===== src/rtl/qkd_pkg.sv =====
// Shared types and constants for the QKD sift reader and its basis LFSR.
package qkd_pkg;

  // Session FSM states.
  typedef enum logic [2:0] {
    ST_IDLE    = 3'd0,
    ST_ARM     = 3'd1,
    ST_SETTLE  = 3'd2,
    ST_MEASURE = 3'd3,
    ST_CHECK   = 3'd4,
    ST_EMIT    = 3'd5,
    ST_DONE    = 3'd6
  } state_t;

  // Measurement basis presented to a cell along with the read strobe.
  typedef logic [1:0] basis_t;

  localparam int         LFSR_W    = 8;
  localparam logic [7:0] LFSR_SEED = 8'h3C;
  // Feedback taps on bits 7, 5, 4 and 3.
  localparam logic [7:0] LFSR_TAPS = 8'hB8;

  // Debug view: FSM state plus the basis LFSR state.
  typedef struct packed {
    state_t             state;
    logic [LFSR_W-1:0]  lfsr;
  } dbg_t;

  // One LFSR step: shift left, feedback is the XOR of the tapped bits.
  function automatic logic [LFSR_W-1:0] lfsr_next(input logic [LFSR_W-1:0] l);
    return {l[LFSR_W-2:0], ^(l & LFSR_TAPS)};
  endfunction

endpackage


===== src/rtl/qkd_basis_lfsr.sv =====
// Free-running 8-bit LFSR whose low two bits pick the measurement basis.
module qkd_basis_lfsr
  import qkd_pkg::*;
(
  input  logic              clk,
  input  logic              reset,
  output logic [LFSR_W-1:0] o_state
);

  logic [LFSR_W-1:0] r_lfsr;

  // Reseed on reset, otherwise advance every cycle.
  always_ff @(posedge clk or posedge reset) begin
    if (reset) r_lfsr <= LFSR_SEED;
    else       r_lfsr <= lfsr_next(r_lfsr);
  end

  assign o_state = r_lfsr;

endmodule


===== src/rtl/qkd_sift_reader.sv =====
// Sifting sequencer: walks a bank of collapse cells one round per cell,
// reads each with a pseudo-random basis and streams matching bytes out.
//
// Output handshake: key_valid rises with a byte on key_data and both stay
// stable until key_ready is sampled high; the transfer happens on the
// rising edge where key_valid & key_ready are both 1. An abort may drop
// key_valid without a transfer.
module qkd_sift_reader
  import qkd_pkg::*;
#(
  parameter int NUM_CELLS = 16,
  parameter int SEL_W     = $clog2(NUM_CELLS)
) (
  input  logic             clk,
  input  logic             reset,
  input  logic             start,
  input  logic             abort,
  output logic [SEL_W-1:0] cell_sel,
  output logic             cell_init,
  output logic             cell_read,
  output basis_t           cell_basis,
  output logic             cell_fuse_blow,
  input  logic [7:0]       cell_value,
  input  logic             cell_oe,
  input  logic             cell_fuse_fire,
  output logic [7:0]       key_data,
  output logic             key_valid,
  input  logic             key_ready,
  output logic             busy,
  output logic             done,
  output logic             aborted,
  output logic [SEL_W:0]   match_count,
  output logic [SEL_W:0]   miss_count,
  output logic [SEL_W:0]   dead_count,
  output dbg_t             o_dbg
);

  localparam logic [SEL_W-1:0] LAST_ROUND = SEL_W'(NUM_CELLS - 1);

  state_t            r_state;
  logic [SEL_W-1:0]  r_round;
  logic [SEL_W:0]    r_match;
  logic [SEL_W:0]    r_miss;
  logic [SEL_W:0]    r_dead;
  logic [7:0]        r_key;
  logic              r_cap;
  logic              r_aborted;
  logic              r_fuse_blow;

  logic [LFSR_W-1:0] w_lfsr;
  logic              w_last;
  state_t            w_end_state;
  logic [SEL_W-1:0]  w_next_round;

  qkd_basis_lfsr u_lfsr (
    .clk     (clk),
    .reset   (reset),
    .o_state (w_lfsr)
  );

  // Round end: finish after the last cell, otherwise move to the next cell.
  assign w_last       = (r_round == LAST_ROUND);
  assign w_end_state  = w_last ? ST_DONE : ST_ARM;
  assign w_next_round = w_last ? r_round : r_round + 1'b1;

  // Session FSM; abort wins over every non-idle transition, including a
  // handshake completing on the same edge.
  always_ff @(posedge clk or posedge reset) begin
    if (reset) begin
      r_state     <= ST_IDLE;
      r_round     <= '0;
      r_match     <= '0;
      r_miss      <= '0;
      r_dead      <= '0;
      r_key       <= '0;
      r_cap       <= 1'b0;
      r_aborted   <= 1'b0;
      r_fuse_blow <= 1'b0;
    end else begin
      r_fuse_blow <= 1'b0;
      if (r_state != ST_IDLE && abort) begin
        r_state     <= ST_IDLE;
        r_aborted   <= 1'b1;
        r_fuse_blow <= 1'b1;
      end else begin
        case (r_state)
          ST_IDLE: begin
            if (start) begin
              r_state   <= ST_ARM;
              r_round   <= '0;
              r_match   <= '0;
              r_miss    <= '0;
              r_dead    <= '0;
              r_cap     <= 1'b0;
              r_aborted <= 1'b0;
            end
          end
          ST_ARM:    r_state <= ST_SETTLE;
          ST_SETTLE: r_state <= ST_MEASURE;
          ST_MEASURE: begin
            r_cap <= cell_oe;
            if (cell_oe) r_key <= cell_value;
            r_state <= ST_CHECK;
          end
          ST_CHECK: begin
            if (!cell_fuse_fire) begin
              // No collapse pulse: the cell was already dead, drop any capture.
              r_dead  <= r_dead + 1'b1;
              r_miss  <= r_miss + 1'b1;
              r_state <= w_end_state;
              r_round <= w_next_round;
            end else if (r_cap) begin
              r_match <= r_match + 1'b1;
              r_state <= ST_EMIT;
            end else begin
              r_miss  <= r_miss + 1'b1;
              r_state <= w_end_state;
              r_round <= w_next_round;
            end
          end
          ST_EMIT: begin
            if (key_ready) begin
              r_state <= w_end_state;
              r_round <= w_next_round;
            end
          end
          ST_DONE:  r_state <= ST_IDLE;
          default:  r_state <= ST_IDLE;
        endcase
      end
    end
  end

  assign cell_sel       = r_round;
  assign cell_init      = (r_state == ST_ARM);
  assign cell_read      = (r_state == ST_MEASURE);
  assign cell_basis     = cell_read ? basis_t'(w_lfsr[1:0]) : basis_t'(2'b00);
  assign cell_fuse_blow = r_fuse_blow;
  assign key_data       = r_key;
  assign key_valid      = (r_state == ST_EMIT);
  assign busy           = (r_state != ST_IDLE);
  assign done           = (r_state == ST_DONE);
  assign aborted        = r_aborted;
  assign match_count    = r_match;
  assign miss_count     = r_miss;
  assign dead_count     = r_dead;
  assign o_dbg          = '{state: r_state, lfsr: w_lfsr};

endmodule


===== config.mk =====
export PLATFORM = sky130hd
export DESIGN_NAME = qkd_sift_reader
export DESIGN_NICKNAME = d
export VERILOG_FILES = /design/src/rtl/qkd_pkg.sv /design/src/rtl/qkd_basis_lfsr.sv /design/src/rtl/qkd_sift_reader.sv
export SDC_FILE = /design/constraint.sdc
export NUM_CORES = 1
export LEC_CHECK = 0
export CORE_MARGIN = 8
export CORE_UTILIZATION = 24
export DETAILED_ROUTE_END_ITERATION = 7
export PLACE_DENSITY = 0.52
export SLEW_MARGIN = 20
export SYNTH_ARGS = -nofsm -noshare
export SYNTH_HDL_FRONTEND = slang
export SYNTH_SLANG_ARGS = --single-unit

===== constraint.sdc =====
create_clock -name clk -period 2.7 [get_ports clk]
set_input_delay 0.81 -clock clk [delete_from_list [all_inputs] [get_ports clk]]
set_output_delay 0.81 -clock clk [all_outputs]
set_load 0.005 [all_outputs]

Yosys cells after proc, flatten, opt, wreduce, memory -nomap -nowiden
Index checks and enable logic that the tools add are counted.
{"block": "op_classes", "bitwise": 1, "eq_ne": 15, "muxes": 28, "n_addsub": 4, "reduce_logical": 17}
{"op": "two-way mux 5 bit", "n": 6}
{"op": "one-hot mux 5 bit (2 select lines)", "n": 3}
{"op": "two-way mux 4 bit", "n": 5}
{"op": "two-way mux 3 bit", "n": 6}
{"op": "one-hot mux 3 bit (6 select lines)", "n": 1}
{"op": "adder 5 x 1 -> 5 bit (second input constant)", "n": 3}
{"op": "one-hot mux 4 bit (3 select lines)", "n": 1}
{"op": "AND reduction 5 bit", "n": 2}
{"op": "equality test 3 bit (second input constant)", "n": 3}
{"op": "inequality test 2 bit (second input constant)", "n": 4}
{"op": "AND reduction 4 bit", "n": 2}
{"op": "nonzero test 2 bit", "n": 4}
{"op": "parity 8 bit", "n": 1}
{"op": "equality test 3 x 2 -> 1 bit (second input constant)", "n": 2}
{"op": "inequality test 3 bit (second input constant)", "n": 2}
{"op": "AND reduction 3 bit", "n": 2}
{"op": "nonzero test 3 bit", "n": 2}
{"op": "adder 4 x 1 -> 4 bit (second input constant)", "n": 1}
{"op": "equality test 4 bit (second input constant)", "n": 1}
{"op": "two-way mux 1 bit", "n": 4}
{"op": "AND reduction 2 bit", "n": 2}
{"op": "equality test 3 x 1 -> 1 bit (second input constant)", "n": 1}
{"op": "logical NOT 3 bit", "n": 1}
{"op": "inequality test 3 x 1 -> 1 bit (second input constant)", "n": 1}
{"op": "other kinds (5)", "n": 5}
{"block": "totals", "reg_bits": 41, "output_inout_bits": 47, "inputBits": 15}

Depth between registers and ports, before layout
Gate-level depths: netlist of the first run.
{"block": "depth", "ltp_word": 6, "mapped_depth": 5}

Hierarchy
Synthesis of the first run repeated with hierarchy kept, for this count alone.
{"block": "hier_totals", "cells_unflattened": 191, "area_unflattened_um2": 2021.9}
{"mod": "qkd_sift_reader", "area_each_um2": 1786.7, "n_inst": 1, "cells_per_inst": 179}
{"mod": "qkd_basis_lfsr", "area_each_um2": 235.2, "n_inst": 1, "cells_per_inst": 12}

Worst setup path before layout of the first run
No wires, ideal clock.
{"block": "synth_path", "kind": "input to register", "start": "in abort", "end": "reg r_round[1], in the netlist cell_sel[1]", "slack_ns": 0.664, "t_required_ns": 2.575, "arrival_ns": 1.911, "stages": 5, "path_cell_list": "buf_2 nor2_1 a221oi_1 or3_4 mux2_4"}
{"block": "synth_via", "elab_chain_len": 3}
{"item": "start: declaration", "line": "qkd_sift_reader.sv:17", "source": "input logic abort,"}
{"item": "logical AND 1 bit", "line": "qkd_sift_reader.sv:81", "source": "if (r_state != ST_IDLE && abort) begin"}
{"item": "NOT 1 bit (no source line)"}
{"item": "AND reduction 5 bit (no source line)"}
{"item": "end signal: assignment", "line": "qkd_sift_reader.sv:111", "source": "r_round <= w_next_round;"}
{"item": "end signal: assignment", "line": "qkd_sift_reader.sv:118", "source": "r_round <= w_next_round;"}
{"item": "end signal: assignment", "line": "qkd_sift_reader.sv:124", "source": "r_round <= w_next_round;"}
{"item": "end: declaration", "line": "qkd_sift_reader.sv:41", "source": "logic [SEL_W-1:0] r_round;"}
Every way passes these cells.
A chain may end at the register's enable or synchronous reset.

Final worst setup path of the first run
{"block": "layout_path", "start": "reg r_state[2]", "end": "out cell_basis[0]"}
{"block": "layout_via", "elab_chain_len": 2}
{"item": "start: declaration", "line": "qkd_sift_reader.sv:40", "source": "state_t r_state;"}
{"item": "start signal: assignment", "line": "qkd_sift_reader.sv:110", "source": "r_state <= w_end_state;"}
{"item": "start signal: assignment", "line": "qkd_sift_reader.sv:117", "source": "r_state <= w_end_state;"}
{"item": "start signal: assignment", "line": "qkd_sift_reader.sv:123", "source": "r_state <= w_end_state;"}
{"item": "equality test 3 x 2 -> 1 bit", "line": "qkd_sift_reader.sv:136", "source": "assign cell_read = (r_state == ST_MEASURE);"}
{"item": "two-way mux 2 bit", "line": "qkd_sift_reader.sv:137", "source": "assign cell_basis = cell_read ? basis_t'(w_lfsr[1:0]) : basis_t'(2'b00);"}
{"item": "end: declaration", "line": "qkd_sift_reader.sv:21", "source": "output basis_t cell_basis,"}
Every way passes these cells.

==> results.toml, run 1 <==
[run_status]
run_status = "finished, final reports clean"

[logic_synthesis]
synth_top_area_share = 0.469
synth_edf_count = 0
yosysWarningCount = 0
synth_area_per_cell_um2 = 10.7
post_synth_instance_area_mm2 = 0.00197
synth_async_sr_flop_share = 1.00
ys.flop_type = "dfrtp_1"
synth_top_cell_by_area = "dfrtp_1"
synth_seq_area_share = 0.523
ys_types = 51
synth_cells = 184
synthTopCellsByArea = "dfrtp_1 (47%), dfstp_2 (5.3%), mux2_1 (4.6%)"
synth_nets = 203
ys_ff_latch = 41

[route]
wl_per_cell_um = 14.8
wl_um = 5330
via_per_inst = 4.57
drtPass1Iterations = 4
vias = 1644
drt_iter0_drc = 95
ant_nets = 0
drc_errors = 0

[die]
dieWidth_um = 107
rows = 33
core_mm2 = 0.00809
die_h_um = 107
dieArea_mm2 = 0.0114
initial_core_util = 0.244
ioPinCount = 62

[sta]
period_share = 0.949
setup_viol = 0
holdWs_ns = 0.370
max_freq_mhz = 390
worst_pin_slew_ns = 0.520
finalSetupTns_ns = 0
slew_headroom = 0.654
hold_violations = 0
min_period_ns = 2.56
skew_ns = 0.00946
rsz0062_at_grt = "false"
slew_violations = 0

[power]
power.density_mw_per_mm2 = 672
ir_drop_v = 0.000354
total_power_w = 0.00191
p_leak_nw = 1.17

[clock_tree]
cts-resized-gates = 0
cts_inserted_buffers = 5
cts.sinks = 41
cts_root_buf = "clkbuf_8"
tritoncts = "done"
clkLatencyLatePin_ns = 0.30
cts_setup_buffers = 0
cts.path.max_buffers = 2
holdBufCountCts = 0
clkSlewWorstSetupHoldPaths_ns = 0.09
htreeDepth = 2

[hold_path]
min_delay_worst_endpoint = "u_lfsr.o_state[3]"
worstHoldStart = "u_lfsr.o_state[2]"
min_path_cells = 0
hold_path_class = "flop to flop"

[critical_path]
path_buf_inv = 1
max_stage_delay_ns = 0.50
crit_family = "buffers and inverters"
crit_slowest_cell = "clkdlybuf4s50_1"
path_cells = "nor2_1 -> and2_1 -> clkdlybuf4s50_1"
critical_path_class = "flop to primary output"
r2r_cells = 5
crit_required_ns = 1.89
startpoint_type = "flop"
critPathMaxFanout = 8
reg2reg_to = "cell_sel[1]"
rrSetupSlack_ns = 0.72
worstPathArrival_ns = 1.75
end_kind = "primary output"
reg2reg_from = "r_state[1]"

[layout]
layout_commonest_cell = "clkdlybuf4s50_1"
final_cell_mix = "clkdlybuf4s50_1 (61), dfrtp_1 (37), nor2_1 (12)"
fin_cells = 360
diodes = 0
area_delta_synth_final_pct = 44.1
layout-drive-gt1-share = 0.106
nets = 273

[grt]
track_usage = 0.0963
grt_pass1_vias = 1751
antenna_found_initial = 0
grt_max_degree = 19
grt_pass1_wl_um = 8780
gr-total-overflow = 0

[placed_design]
dpl.hpwl_um = 4070
io_buffers = 61
gp_congestion = 0.757
placed_cells = 352

[run]
cap_violations = 0
==> Yosys cell counts (3+ instances only) <==
| library cell | number |
|---|---|
| a21oi_1 | 7 |
| and2_1 | 4 |
| buf_2 | 4 |
| dfrtp_1 | 37 |
| dfstp_2 | 4 |
| ha_1 | 4 |
| inv_1 | 3 |
| mux2_1 | 8 |
| nand2_1 | 11 |
| nand2b_1 | 3 |
| nand3_1 | 9 |
| nor2_1 | 12 |
| nor3_1 | 3 |
| o211ai_1 | 4 |
| o21ai_0 | 10 |
| o21ai_1 | 7 |
| or3_1 | 6 |
| xor2_1 | 3 |
==> cells by family after synthesis <==
logic type,count (synthesis),synth area share
fa+ha+maj,4,0.0254
compound gates,44,0.140
xor+xnor,5,0.0222
flops,41,0.523
mux,10,0.0583
simple gates,69,0.204
buf+inv,11,0.0273
==> power breakdown <==
group          internal [W]  switching [W]  leakage [nW]
Sequential         0.000706      0.0000591         0.542
Clock              0.000182       0.000223        0.0374
Combinational      0.000388       0.000352         0.588
==> per-layer routing <==
metal / up-vias / global-route usage / share of wire
met3: 4 / 0.0552 / 0.12
met4: 0 / 0.0302 / 0.0069
met1: 771 / 0.119 / 0.46
met5: - / 0 / 0
li1: 808 / - / -
met2: 61 / 0.138 / 0.41
==> worst max-delay path by stage <==
stage | from | endpoint | slack, ns | depth (start not counted)
after floorplan | abort | cell_sel[1] | 0.66 | 5
after detailed placement | abort | cell_sel[1] | 0.13 | 5
after global placement | abort | cell_sel[1] | 0.18 | 5
after global routing | r_state[2] | cell_basis[1] | 0.04 | 3
final | r_state[2] | cell_basis[0] | 0.14 | 3
after CTS | r_state[2] | cell_basis[0] | 0.12 | 3
==> registers in the layout (all words and copies together), names as in the netlist <==
signal and count:
aborted 1, u_lfsr.o_state 8, key_data 8, r_state 3, cell_sel 4, match_count 5, miss_count 5, r_cap 1
cell_fuse_blow 1, dead_count 5
==> metrics by stage <==
step	worst slack (ns)	cell area, um2	util
2_1_floorplan	0.664	1970	-
3_3_place_gp	0.183	2760	0.341
3_5_place_dp	0.127	2760	0.341
4_1_cts	0.120	2840	0.351
5_1_grt	0.0422	2840	0.351
6_report	0.139	2840	0.351
==> cell type report <==
type,count,area [um2]
clock buffers,6,72.6
clock inverters,2,15.0
fillers,863,5250
inverters,4,15.0
multi-input cells,132,888
flip-flops and latches,41,1030
well taps,105,131
repair buffers,70,691
Power figures use the tool's default switching activity.
==> run 2, diff against run 1 <==
- CORE_MARGIN: 8 -> 1
- clock period: 2.7 -> 2.59 ns (I/O delays scaled with it)
==> results.toml, run 2 (synthesis gave the netlist of run 1 again) <==
[run]
cap_violations = 0

[clock_tree]
cts_setup_buffers = 0
cts_inserted_buffers = 5
htreeDepth = 2
cts_root_buf = "clkbuf_8"
cts-resized-gates = 0
clkSlewWorstSetupHoldPaths_ns = 0.08
clkLatencyLatePin_ns = 0.30
cts.sinks = 41
tritoncts = "done"
cts.path.max_buffers = 2
holdBufCountCts = 0

[route]
vias = 1649
drtPass1Iterations = 4
drt_iter0_drc = 69
via_per_inst = 4.61
ant_nets = 0
wl_um = 4710
drc_errors = 0
wl_per_cell_um = 13.2

[power]
total_power_w = 0.00197
clkPwrFrac = 0.211
seq_power_share = 0.404
internal_power_w = 0.00134
switching_share = 0.323
combPwrFrac = 0.385
switching_power_w = 0.000639
power.density_mw_per_mm2 = 693
p_leak_nw = 1.17
ir_drop_v = 0.000395

[critical_path]
crit_required_ns = 1.81
end_kind = "primary output"
startpoint = "r_state[0]"
reg2reg_from = "r_state[1]"
crit_path_end = "done"
rrSetupSlack_ns = 0.63
worstPathArrival_ns = 1.66
reg2reg_to = "cell_sel[1]"
critical_path_class = "flop to primary output"
r2r_cells = 5
critPathMaxFanout = 14
startpoint_type = "flop"

[die]
die_h_um = 92.7
rows = 32
dieArea_mm2 = 0.00859
ioPinCount = 62
initial_core_util = 0.251
dieWidth_um = 92.7
core_mm2 = 0.00785

[grt]
antenna_found_initial = 0
track_usage = 0.119
grt_pass1_vias = 1646
gr-total-overflow = 0
grt_pass1_wl_um = 7990
grt_max_degree = 42

[sta]
slew_headroom = 0.652
worst_pin_slew_ns = 0.521
rsz0062_at_grt = "false"
period_share = 0.941
min_period_ns = 2.44
hold_violations = 0
skew_ns = 0.0104
finalSetupTns_ns = 0
slew_violations = 0
setup_viol = 0
max_freq_mhz = 410
holdWs_ns = 0.377

[layout]
area_delta_synth_final_pct = 44.5
nets = 274
fin_util = 0.363
diodes = 0
final_area_mm2 = 0.00285
final_cell_mix = "clkdlybuf4s50_1 (61), dfrtp_1 (37), nand2_1 (11), nor2_1 (11), o21ai_0 (10)"
layout-drive-gt1-share = 0.113
layout_commonest_cell = "clkdlybuf4s50_1"
n_fill_cell = 819

[hold_path]
hold_path_class = "flop to flop"
min_path_cells = 0

[placed_design]
io_buffers = 61
dpl.hpwl_um = 3480
placed_area_mm2 = 0.00276
gp_congestion = 0.777

[run_status]
run_status = "finished, final reports clean"
[run 2: layout make-up]
class,count,area (um2),share of cell area
clock inverter,2,15.0,0.00527
timing repair buffer,71,698,0.245
inverter,4,15.0,0.00527
sequential,41,1030,0.362
tap,102,128,0.0448
multi-input combinational,132,891,0.313
clock buffer,6,72.6,0.0255
[run 2: metal layers]
layer | track usage | routed length (um) | vias up
met5 | 0 | 0 | -
met4 | 0.0308 | 33 | 0
met3 | 0.0419 | 351 | 5
met2 | 0.181 | 2090 | 50
met1 | 0.159 | 2230 | 784
li1 | - | - | 810
[run 2: worst min-delay path by stage]
stage                      start                end  slack [ns]
2_1_floorplan  u_lfsr.o_state[2]  u_lfsr.o_state[3]        0.36
3_3_place_gp   u_lfsr.o_state[6]  u_lfsr.o_state[7]        0.36
3_5_place_dp   u_lfsr.o_state[2]  u_lfsr.o_state[3]        0.36
4_1_cts        u_lfsr.o_state[2]  u_lfsr.o_state[3]        0.38
5_1_grt        u_lfsr.o_state[2]  u_lfsr.o_state[3]        0.39
6_report       u_lfsr.o_state[2]  u_lfsr.o_state[3]        0.38
[run 2: power by group through the flow]
stage                     Sequential (W)  Clock, W  Combinational (W)
after floorplan                 0.000819         0           0.000363
after global placement          0.000809         0           0.000769
after detailed placement        0.000808         0           0.000768
after CTS                       0.000797  0.000433           0.000776
after global routing            0.000811  0.000462           0.000853
final                           0.000797  0.000418           0.000760
[run 2: worst max-delay path: stages, from the launching register on]
cell,delay [ns]
dfrtp_1,0.41
buf_4,0.19
nor3b_1,0.23
clkdlybuf4s50_1,0.54
[run 2: per-stage QoR]
| step | cells | setup slack, ns |
|---|---|---|
| after floorplan | 184 | 0.587 |
| after global placement | 350 | 0.125 |
| after detailed placement | 350 | 0.115 |
| after CTS | 358 | 0.0919 |
| after global routing | 358 | 0.0226 |
| final | 358 | 0.152 |
==> run 3, diff against run 2 <==
- ABC_CLOCK_PERIOD_IN_PS: default -> 2590
==> results of run 3 <==
No change in the layout: final DEF, timing and power equal those of run 2.
